File: src/rtl/cpu_pkg.sv
// Shared definitions for the branch-condition unit.
//   cond_t         : 3-bit condition mode taken from the IR condition field
//   COND_ZERO..LTU : mode encodings
//   con_state_t    : control FSM states of con_ff_cmp
//   cond_two_op()  : true for modes that compare opa against a second operand
package cpu_pkg;

  typedef logic [2:0] cond_t;

  localparam cond_t COND_ZERO    = 3'd0;
  localparam cond_t COND_NONZERO = 3'd1;
  localparam cond_t COND_NONNEG  = 3'd2;
  localparam cond_t COND_NEG     = 3'd3;
  localparam cond_t COND_EQ      = 3'd4;
  localparam cond_t COND_NE      = 3'd5;
  localparam cond_t COND_LT      = 3'd6;
  localparam cond_t COND_LTU     = 3'd7;

  typedef enum logic [1:0] {
    ST_IDLE   = 2'd0,
    ST_WAIT_B = 2'd1,
    ST_EVAL   = 2'd2,
    ST_HOLD   = 2'd3
  } con_state_t;

  // Modes 4..7 need opb; the encoding puts them all in the upper half.
  function automatic logic cond_two_op(input cond_t c);
    return c[2];
  endfunction

endpackage

File: src/rtl/con_cmp_core.sv
// Purely combinational condition evaluator.
//   opa, opb : operands (opb ignored by single-operand modes)
//   mode     : condition mode (cpu_pkg cond_t)
//   result   : 1 when the selected condition holds
module con_cmp_core
  import cpu_pkg::*;
#(
  parameter int WIDTH = 32
) (
  input  logic [WIDTH-1:0] opa,
  input  logic [WIDTH-1:0] opb,
  input  cond_t            mode,
  output logic             result
);

  logic [WIDTH:0] sub;
  logic           borrow;
  logic           lt_signed;

  // One zero-extended subtraction serves both ordered compares: the extra
  // top bit is the unsigned borrow, and for signed compares the difference
  // sign is only trusted when the operand signs agree (no overflow possible).
  always_comb begin
    sub       = {1'b0, opa} - {1'b0, opb};
    borrow    = sub[WIDTH];
    lt_signed = (opa[WIDTH-1] != opb[WIDTH-1]) ? opa[WIDTH-1] : sub[WIDTH-1];
  end

  always_comb begin
    result = 1'b0;
    case (mode)
      COND_ZERO:    result = (opa == '0);
      COND_NONZERO: result = (opa != '0);
      COND_NONNEG:  result = ~opa[WIDTH-1];
      COND_NEG:     result = opa[WIDTH-1];
      COND_EQ:      result = (opa == opb);
      COND_NE:      result = (opa != opb);
      COND_LT:      result = lt_signed;
      COND_LTU:     result = borrow;
      default:      result = 1'b0;
    endcase
  end

endmodule

File: src/rtl/con_ff_cmp.sv
// Branch-condition unit: captures one or two operands from the shared bus,
// evaluates the condition selected by the IR field and holds the registered
// result until cleared or a new capture starts.
//   clock   : system clock, rising edge
//   reset_n : asynchronous active-low reset
//   bus     : shared datapath bus (operand source)
//   ir      : instruction register; cond = ir[COND_LSB+2:COND_LSB]
//   con_in  : capture strobe
//   con_clr : abort / clear result, back to IDLE (wins over con_in)
//   con     : registered branch-taken result, meaningful while valid=1
//   valid   : result held
//   busy    : evaluation in progress (WAIT_B or EVAL)
module con_ff_cmp
  import cpu_pkg::*;
#(
  parameter int WIDTH    = 32,
  parameter int IR_WIDTH = 32,
  parameter int COND_LSB = 19
) (
  input  logic                clock,
  input  logic                reset_n,
  input  logic [WIDTH-1:0]    bus,
  input  logic [IR_WIDTH-1:0] ir,
  input  logic                con_in,
  input  logic                con_clr,
  output logic                con,
  output logic                valid,
  output logic                busy
);

  con_state_t       state_q, state_d;
  logic [WIDTH-1:0] opa_q, opa_d;
  logic [WIDTH-1:0] opb_q, opb_d;
  cond_t            mode_q, mode_d;
  logic             con_q, con_d;
  logic             valid_q, valid_d;

  cond_t            cond;
  logic             result;
  logic             unused_ir;

  assign cond = ir[COND_LSB+2:COND_LSB];
  // The rest of the IR belongs to other consumers; fold it into a sink.
  assign unused_ir = ^ir;

  con_cmp_core #(
    .WIDTH (WIDTH)
  ) u_core (
    .opa    (opa_q),
    .opb    (opb_q),
    .mode   (mode_q),
    .result (result)
  );

  always_comb begin
    state_d = state_q;
    opa_d   = opa_q;
    opb_d   = opb_q;
    mode_d  = mode_q;
    con_d   = con_q;
    valid_d = valid_q;

    if (con_clr) begin
      state_d = ST_IDLE;
      con_d   = 1'b0;
      valid_d = 1'b0;
    end else begin
      case (state_q)
        // HOLD behaves like IDLE on a new capture; the old result is dropped.
        ST_IDLE, ST_HOLD: begin
          if (con_in) begin
            opa_d   = bus;
            mode_d  = cond;
            con_d   = 1'b0;
            valid_d = 1'b0;
            state_d = cond_two_op(cond) ? ST_WAIT_B : ST_EVAL;
          end
        end
        ST_WAIT_B: begin
          if (con_in) begin
            opb_d   = bus;
            state_d = ST_EVAL;
          end
        end
        ST_EVAL: begin
          con_d   = result;
          valid_d = 1'b1;
          state_d = ST_HOLD;
        end
        default: state_d = ST_IDLE;
      endcase
    end
  end

  always_ff @(posedge clock or negedge reset_n) begin
    if (!reset_n) begin
      state_q <= ST_IDLE;
      opa_q   <= '0;
      opb_q   <= '0;
      mode_q  <= COND_ZERO;
      con_q   <= 1'b0;
      valid_q <= 1'b0;
    end else begin
      state_q <= state_d;
      opa_q   <= opa_d;
      opb_q   <= opb_d;
      mode_q  <= mode_d;
      con_q   <= con_d;
      valid_q <= valid_d;
    end
  end

  assign con   = con_q;
  assign valid = valid_q;
  assign busy  = (state_q == ST_WAIT_B) || (state_q == ST_EVAL);

endmodule

File: config.mk
export PLATFORM = sky130hd
export DESIGN_NAME = con_ff_cmp
export DESIGN_NICKNAME = d
export VERILOG_FILES = /design/src/rtl/cpu_pkg.sv /design/src/rtl/con_cmp_core.sv /design/src/rtl/con_ff_cmp.sv
export SDC_FILE = /design/constraint.sdc
export NUM_CORES = 1
export LEC_CHECK = 0
export ABC_AREA = 1
export ABC_CLOCK_PERIOD_IN_PS = 2100
export CORE_MARGIN = 2
export CORE_UTILIZATION = 32
export DETAILED_ROUTE_END_ITERATION = 12
export PLACE_DENSITY = 0.66
export SETUP_SLACK_MARGIN = 0.02
export SYNTH_ARGS = -nofsm -noshare
export SYNTH_HDL_FRONTEND = slang
export SYNTH_SLANG_ARGS = --single-unit
File: constraint.sdc
create_clock -name clock -period 2.1 [get_ports clock]
set_input_delay 0.63 -clock clock [delete_from_list [all_inputs] [get_ports clock]]
set_output_delay 0.63 -clock clock [all_outputs]
set_load 0.01 [all_outputs]
==> flow_summary.toml, run 1 <==
[worst_hold_path]
min_path_type = "primary input to asynchronous set/reset pin"

[final_layout]
drive_gt1_share_pct = 17.6
area_growth_pct = 37.3
final-seq-area_um2 = 1780
n_antenna_cell = 0
multi_input_area_um2 = 1980
fill_cells = 1168
nNetsFinal = 724
stdcell_count = 794

[grt]
grt_pass1_vias = 3535
grt_pass1_wl_um = 15400
track_usage_pct = 14.2
grt.overflow.total = 0
antenna_found_initial = 0
grt_max_degree = 65

[synthesis]
synth-adder-area-share_pct = 11.1
ys_seq_area_share_pct = 44.2
syn-cell-area_um2 = 4020
synthTopCellsByArea = "dfrtp_1, nand2_1, ha_1"
yosys.cell_types.count = 24
yosys_register_bits = 71
synth_top_family_by_area = "simple AND/OR/NAND/NOR gates"
synth_compound_area_share_pct = 13.1
yosysWarnings = 0
synth-xor-area-share_pct = 0
synth_mux_area_share_pct = 0
yosys.area.top_type_share_pct = 44.2
synthCells = 526
syn_area_per_cell_um2 = 7.65
synthSimpleGateAreaFrac_pct = 21.4
syn-num-nets = 629
synth_top_area_cell = "dfrtp_1"

[drt]
met2_wirelength_um = 4320
top_layer_used = "met4"
post-route-drc-count = 0
routed_wl_um = 8860
wl_met1_um = 4150
vias_per_cell = 4.41
drtIter0Drc = 199
drt-pass1-iter-count = 5
via_count = 3504
wl_met3_um = 296
ant_nets = 0
detail_route.wl_per_cell_um = 11.2

[flow_run]
maxCapViolCount = 0

[setup_path]
reg2reg_to = "con$_DFFE_PN0P_"
critPathCaptureType = "register"
worstSetupPathType = "register to register"
crit_path_max_fanout = 2
worstPathArrival_ps = 2470
cp-start-kind = "register"
r2r_slack_ps = -150
r2r_cells = 17
rr_startpoint = "opa_q[29]$_DFFE_PN0P_"
crit_required_ps = 2310

[clock_network]
cts_root_buffer = "clkbuf_16"
ctsHoldBuffers = 0
cts_buffer_depth = 2
cts.sinks = 71
htreeDepth = 3
clk_latency_ps = 320
clk_pin_slew_ps = 60
tritoncts.num_buffers = 9
cts_tree = "built"

[place]
numPortBuffers = 41
place_hpwl_um = 6500
placedCellCount = 773
gp_congestion = 0.813

[power_and_ir_drop]
power_density_nw_per_um2 = 1650
peakVddDrop_uv = 528
power.total_w = 0.00911
leakage_nw = 2.80

[timing]
layout_setup_ws_ps = -152
fmax_ghz = 0.444
worst_pin_slew_ps = 553
fin_crit_ps = 2250
max-slew-margin-rel_pct = 63.1
hold_viol_final = 0
fin_skew_ps = 6.58
rsz0062_at_grt = "yes"
period_share_pct = 107
finalSetupViolCount = 1
worst_hold_slack_ps = 289
maxSlewViolCount = 0

[outcome]
status = "finished with violations"
violations = "setup timing"

[floorplanning]
die_h_um = 116
die_w_um = 116
start_util_pct = 33.1
core-area_um2 = 12200
die_area_um2 = 13500
rows = 40
num_io_pins = 71
-- synth_stat cells --
cell type,n
nand2_1,139
inv_1,91
dfrtp_1,71
o21ai_1,46
nor2_1,39
ha_1,34
o21ai_0,29
a21oi_1,22
nand3_1,12
clkbuf_1,9
nand2_2,5
buf_2,4
inv_2,4
nand4_1,3
nor2_2,3
nor3_1,3
a31oi_1,2
nand3_2,2
nor2_4,2
o21a_1,2
a211oi_1,1
fa_1,1
nor4_1,1
o21bai_1,1
-- state kept, by name (all words and copies together) (netlist names) --
register  cells
opa_q        32
valid         1
mode_q        3
state_q       2
con           1
opb_q        32
-- metrics by stage --
step	TNS, ps	util, %	cell area [um2]	setup WS, ps
after floorplan	-26.4	-	4030	-26.4
after global placement	-184	41.3	5020	-184
after detailed placement	-231	41.3	5020	-231
after CTS	-230	44.2	5380	-230
after global routing	-398	45.4	5520	-398
final	-152	45.4	5520	-152
-- worst max path at each step --
stage / startpoint / endpoint / slack (ps) / cells after the start
detailed placement: opb_q[29]$_DFFE_PN0P_ / con$_DFFE_PN0P_ / -230 / 18
finish: opa_q[29]$_DFFE_PN0P_ / con$_DFFE_PN0P_ / -150 / 17
global route: opb_q[29]$_DFFE_PN0P_ / con$_DFFE_PN0P_ / -400 / 18
CTS: opa_q[29]$_DFFE_PN0P_ / con$_DFFE_PN0P_ / -230 / 17
global placement: opa_q[29]$_DFFE_PN0P_ / con$_DFFE_PN0P_ / -180 / 17
floorplan: opa_q[29]$_DFFE_PN0P_ / con$_DFFE_PN0P_ / -30 / 17
-- critical path: stages (launching register included) --
cell     delay [ps]
dfrtp_1         420
ha_4            300
nand2_4          60
nor2_4           90
nand2_2          80
nor3_4          130
nand2_1          80
nor2_2          100
a21oi_2          70
fa_2            320
nand3_1          80
nand2_1          60
inv_1            60
nand3_1          80
nand2_1          70
nand2_1          50
nand2_1          50
nand2_1          40
-- layer usage --
| layer | track usage [%] | vias to the layer above |
|---|---|---|
| met5 | 0 | - |
| met2 | 24.2 | 44 |
| met3 | 3.32 | 9 |
| met4 | 4.21 | 0 |
| met1 | 18.2 | 1602 |
| li1 | - | 1849 |
-- timing repair --
item	in CTS	in global routing
gates resized for setup	6	21
pin swaps	6	12
buffers inserted	1	4
setup endpoints to repair	2	2
-- final cells by class --
class	count	area share [%]
clock buffer	13	4.71
tap	168	3.81
sequential	71	32.2
timing repair buffer	97	15.9
inverter	95	6.46
multi-input combinational	347	35.8
clock inverter	3	1.18
-- report_power, final --
part	leakage, nW	switching [W]	internal, W
Sequential	0.887	0.000448	0.00203
Combinational	1.75	0.00255	0.00244
Clock	0.160	0.000536	0.00110
-- logic make-up after synthesis --
logic type | after synthesis
buffers and inverters | 108
and+or+nand+nor | 209
AOI/OAI and AO/OA | 103
DFF | 71
adders and majority gates | 35
-- cell usage in the layout (no fill, tap or decap), types with 4 or more instances in the layout --
cell / instances
buf_4: 52
inv_1: 88
inv_2: 7
dfrtp_1: 71
nor2_2: 4
a21oi_1: 20
o21ai_0: 28
ha_1: 27
nand2_1: 132
o21ai_1: 47
nand3_1: 12
nand2_2: 11
clkbuf_16: 9
ha_4: 7
buf_12: 4
clkdlybuf4s50_1: 39
nor2_1: 37
(Power assumes the default switching activity.)
==> run 2: changes to the inputs <==
--- a/config.mk
+++ b/config.mk
@@ -8,9 +8,9 @@
 export ABC_AREA = 1
 export ABC_CLOCK_PERIOD_IN_PS = 2100
 export CORE_MARGIN = 2
-export CORE_UTILIZATION = 32
+export CORE_UTILIZATION = 48
 export DETAILED_ROUTE_END_ITERATION = 12
-export PLACE_DENSITY = 0.66
+export PLACE_DENSITY = 0.88
 export SETUP_SLACK_MARGIN = 0.02
 export SYNTH_ARGS = -nofsm -noshare
 export SYNTH_HDL_FRONTEND = slang
==> run 2 against run 1 <==
The flow still finishes with violations (setup timing). Final cell count fell by 8.4%. Global-route usage rose by 8.0 points. Fmax fell by 1.7%. Flip-flop and latch count did not move. Count of clock-buffer cells in the layout fell by 3. Critical path type unchanged. Critical endpoint unchanged. Largest power group unchanged. Highest routed layer unchanged.
==> flow_summary.toml, run 2 (synthesis gave the netlist of run 1 again) <==
[outcome]
status = "finished with violations"
violations = "setup timing"

[grt]
antenna_found_initial = 0
grt_max_degree = 72
grt_pass1_wl_um = 15900
grt.overflow.total = 0
grt_pass1_vias = 3668
track_usage_pct = 22.2

[clock_network]
cts_root_buffer = "clkbuf_8"
cts.sinks = 71
cts_buffer_depth = 2
cts_tree = "built"
clk_latency_ps = 350
clk_pin_slew_ps = 80
htreeDepth = 3
tritoncts.num_buffers = 9
ctsHoldBuffers = 0

[setup_path]
cpMostUsedCell = "nand2_1"
rr_startpoint = "opa_q[30]$_DFFE_PN0P_"
r2r_slack_ps = -190
crit_required_ps = 2340
max_stage_delay_ps = 420
worstSetupPathType = "register to register"
crit_path_max_fanout = 2
critical_path.slowest_cell = "dfrtp_1"
crit_chain = "ha_4 -> inv_2 -> nor2_4 -> nand2_2 -> nor3_4 -> nand2_1 -> nor2_2 -> a21oi_2 -> fa_2 -> nand3_2 -> nand2_2 -> inv_2 -> nand3_2 -> nand2_1 -> nand2_1 -> nand2_1 -> nand2_1"
crit_path_start = "opa_q[30]$_DFFE_PN0P_"
worstPathArrival_ps = 2530
critPathCaptureType = "register"
cp-start-kind = "register"
crit_end = "con$_DFFE_PN0P_"
reg2reg_to = "con$_DFFE_PN0P_"
r2r_cells = 17

[power_and_ir_drop]
peakVddDrop_uv = 894
power_density_nw_per_um2 = 1700
leakage_nw = 2.75
power.total_w = 0.00909

[floorplanning]
core-area_um2 = 8180
die_w_um = 95.5
die_area_um2 = 9130
die_h_um = 95.5
rows = 33
num_io_pins = 71
start_util_pct = 49.2

[place]
placedCellCount = 706
dp_slack_ps = -291
numPortBuffers = 41
gp_congestion = 0.786
place_hpwl_um = 6190
place_area_um2 = 4900

[timing]
hold_viol_final = 0
fin_skew_ps = 6.14
rsz0062_at_grt = "yes"
max-slew-margin-rel_pct = 68.9
maxSlewViolCount = 0
period_share_pct = 109
worst_pin_slew_ps = 461
fin_crit_ps = 2290
finalSetupViolCount = 1
fmax_ghz = 0.437
layout_setup_ws_ps = -191

[drt]
drtIter0Drc = 146
routed_wl_um = 9280
ant_nets = 0
detail_route.wl_per_cell_um = 12.8
drt-pass1-iter-count = 5
vias_per_cell = 4.97
via_count = 3612
post-route-drc-count = 0

[final_layout]
nNetsFinal = 720
stdcell_count = 727
n_antenna_cell = 0
drive_gt1_share_pct = 18.5
fin_util_pct = 65.5
reg_top3 = "opa_q (32), opb_q (32), mode_q (3)"
area_growth_pct = 33.1
final_common_cell = "nand2_1"
final_area_um2 = 5350
layout_common_cells = "nand2_1, inv_1, dfrtp_1, buf_4, o21ai_1"

[flow_run]
maxCapViolCount = 0

[worst_hold_path]
min_path_type = "primary input to asynchronous set/reset pin"
-- run 2: changes by cell type in the layout (fill, tap and decap cells not counted), moves of 2 or more --
cell / delta
nand2_1: -2
clkbuf_8: +7
inv_2: +3
inv_1: -3
nand2_2: +2
nand3_2: +2
nand3_1: -2
buf_4: -3
bufinv_16: +2
clkbuf_16: -9
-- run 2: how the worst min path moves through the flow --
stage	startpoint	endpoint	slack (ps)	cells after the start
2_1_floorplan	reset_n	con$_DFFE_PN0P_	330	0
3_3_place_gp	opb_q[30]$_DFFE_PN0P_	opb_q[30]$_DFFE_PN0P_	470	2
3_5_place_dp	opb_q[24]$_DFFE_PN0P_	opb_q[24]$_DFFE_PN0P_	470	2
4_1_cts	reset_n	opa_q[8]$_DFFE_PN0P_	300	2
5_1_grt	reset_n	opa_q[9]$_DFFE_PN0P_	330	2
6_report	reset_n	opa_q[8]$_DFFE_PN0P_	290	2
-- run 2: final cells by class --
class                   count  area (um2)
repair buffers             93         832
clock inverters             6         133
well taps                 105         131
multi-input cells         347        1990
flip-flops and latches     71        1780
clock buffers              10         128
fillers                   660        2820
inverters                  95         357
-- run 2: critical path: cells and delay by family (launching register included) --
kind                       cells  cell delay, ps
adders and majority gates      2             630
buffers and inverters          2             110
and+or+nand+nor               12             960
AOI/OAI and AO/OA              1              70
DFF                            1             420
-- run 2: power by group --
group | switching, W | internal [W]
Clock | 0.000507 | 0.000907
Combinational | 0.00272 | 0.00246
Sequential | 0.000471 | 0.00203
Total | 0.00370 | 0.00539
-- run 2: through the flow --
| stage | TNS (ps) | hold WS [ps] |
|---|---|---|
| finish | -191 | 286 |
| global route | -334 | 329 |
| CTS | -217 | 303 |
| detailed placement | -291 | 473 |
| global placement | -165 | 468 |
| floorplan | -26.4 | 334 |
-- run 2: routing by layer --
metal	part of all wire, %	wire, um	global-route usage, %
met3	3.9	360	4.51
met5	0	0	0
met1	43	4000	27.7
met2	50	4690	38.2
met4	2.5	229	7.86
-- run 2: timing repair --
action                                 in CTS  in global routing
setup buffers                               1                  4
setup endpoints to repair                   2                  2
resized for setup                          14                 20
pin swaps                                  12                 15
cloned                                      0                  0
endpoints found under the hold margin       0                  0
==> run 3: changes to the inputs <==
--- a/config.mk
+++ b/config.mk
@@ -7,7 +7,6 @@
 export LEC_CHECK = 0
 export ABC_AREA = 1
 export ABC_CLOCK_PERIOD_IN_PS = 2100
-export CORE_MARGIN = 2
 export CORE_UTILIZATION = 48
 export DETAILED_ROUTE_END_ITERATION = 12
 export PLACE_DENSITY = 0.88
==> run 3 against run 2 <==
The run still ends with setup timing left. Count of clock-buffer cells in the layout rose by 3. Total power fell by 2.7%. Die area fell by 4.1%. Cell area fell by 1.3%. Non-clock buffer count rose by 1. Largest power group unchanged.
==> flow_summary.toml, run 3 (synthesis gave the netlist of run 1 again) <==
[flow_run]
maxCapViolCount = 0

[floorplanning]
die_w_um = 93.5
num_io_pins = 71
start_util_pct = 49.2
die_h_um = 93.5
rows = 33
core-area_um2 = 8180
die_area_um2 = 8750

[clock_network]
cts.sinks = 71
cts_root_buffer = "clkbuf_8"
tritoncts.num_buffers = 9
clk_latency_ps = 360
htreeDepth = 3
ctsHoldBuffers = 0
cts_buffer_depth = 2
cts_tree = "built"
clk_pin_slew_ps = 70

[power_and_ir_drop]
power.total_w = 0.00885
leakage_nw = 2.74
power_density_nw_per_um2 = 1680
peakVddDrop_uv = 556

[timing]
fmax_ghz = 0.434
max-slew-margin-rel_pct = 74.1
layout_setup_ws_ps = -203
period_share_pct = 110
fin_crit_ps = 2300
rsz0062_at_grt = "yes"
finalSetupViolCount = 1
worst_pin_slew_ps = 384
hold_viol_final = 0
maxSlewViolCount = 0
fin_skew_ps = 12.5

[drt]
vias_per_cell = 5.09
drtIter0Drc = 264
via_count = 3703
post-route-drc-count = 0
ant_nets = 0
detail_route.wl_per_cell_um = 12.7
drt-pass1-iter-count = 5
routed_wl_um = 9250

[final_layout]
final_common_cell = "nand2_1"
stdcell_count = 728
fin_util_pct = 64.6
n_antenna_cell = 0
drive_gt1_share_pct = 17.3
final_area_um2 = 5280
area_growth_pct = 31.3
reg_top3 = "opa_q (32), opb_q (32), mode_q (3)"
layout_common_cells = "nand2_1, inv_1, dfrtp_1, buf_4, o21ai_1"
nNetsFinal = 721

[place]
dp_slack_ps = -283
gp_congestion = 0.824
place_hpwl_um = 6020
placedCellCount = 706
place_area_um2 = 4900
numPortBuffers = 41

[grt]
antenna_found_initial = 0
track_usage_pct = 22.3
grt_pass1_vias = 3582
grt_max_degree = 72
grt.overflow.total = 0
grt_pass1_wl_um = 15200

[setup_path]
crit_chain = "ha_1 -> nand2_2 -> o21ai_2 -> a21oi_1 -> o21a_1 -> nand2_1 -> a21oi_4 -> fa_2 -> nand3_2 -> nand2_1 -> inv_1 -> nand3_1 -> nand2_1 -> nand2_1 -> nand2_1 -> nand2_1"
critical_path.slowest_cell = "dfrtp_1"
crit_path_max_fanout = 3
cp-start-kind = "register"
worstSetupPathType = "register to register"
cpMostUsedCell = "nand2_1"
reg2reg_to = "con$_DFFE_PN0P_"
r2r_slack_ps = -200
crit_required_ps = 2340
critPathCaptureType = "register"
max_stage_delay_ps = 390
worstPathArrival_ps = 2550
rr_startpoint = "opa_q[25]$_DFFE_PN0P_"
r2r_cells = 16

[outcome]
status = "finished with violations"
violations = "setup timing"

[worst_hold_path]
min_path_type = "primary input to asynchronous set/reset pin"
## run 3: area by class of cell
type	instances	area (um2)
flip-flops and latches	71	1780
clock inverters	3	65.1
inverters	95	357
multi-input cells	347	1960
repair buffers	94	836
well taps	105	131
fillers	658	2900
clock buffers	13	159
## run 3: layer usage
| layer | part of all wire (%) | global-route usage (%) | vias up | wire length [um] |
|---|---|---|---|---|
| met5 | 0 | 0 | - | 0 |
| met4 | 1.9 | 10.6 | 0 | 179 |
| met3 | 6.4 | 5.28 | 21 | 594 |
| met2 | 50 | 36.6 | 134 | 4600 |
| met1 | 42 | 27.7 | 1713 | 3880 |
| li1 | - | - | 1835 | - |
## run 3: metrics by stage
stage          TNS (ps)  hold slack, ps
3_5_place_dp       -283             473
6_report           -203             295
3_3_place_gp       -169             469
5_1_grt            -382             326
4_1_cts            -230             310
2_1_floorplan     -26.4             334
## run 3: worst max-delay path by stage
stage	endpoint	from	slack (ps)	cells after the start
floorplan	con$_DFFE_PN0P_	opa_q[29]$_DFFE_PN0P_	-30	17
global placement	con$_DFFE_PN0P_	opa_q[29]$_DFFE_PN0P_	-170	17
detailed placement	con$_DFFE_PN0P_	opb_q[30]$_DFFE_PN0P_	-280	18
CTS	con$_DFFE_PN0P_	opa_q[29]$_DFFE_PN0P_	-230	17
global route	con$_DFFE_PN0P_	opa_q[25]$_DFFE_PN0P_	-380	16
finish	con$_DFFE_PN0P_	opa_q[25]$_DFFE_PN0P_	-200	16
## run 3: worst max-delay path: cells and delay by family, from the launching register on
family,cells,cell delay (ps)
adders and majority gates,2,680
and+or+nand+nor,9,610
buffers and inverters,1,50
DFF,1,390
AOI/OAI and AO/OA,4,450
## run 3: report_power, final
group	leakage, nW	switching (W)	internal, W	total, W
Combinational	1.74	0.00272	0.00240	0.00512
Clock	0.114	0.000511	0.000733	0.00124
Sequential	0.887	0.000452	0.00203	0.00248
Total	2.74	0.00368	0.00516	0.00885
## run 3: repair_timing
| item | CTS | global route |
|---|---|---|
| setup buffers | 2 | 4 |
| setup endpoints to repair | 2 | 2 |
| pin swaps | 12 | 10 |
| gates resized for setup | 13 | 15 |
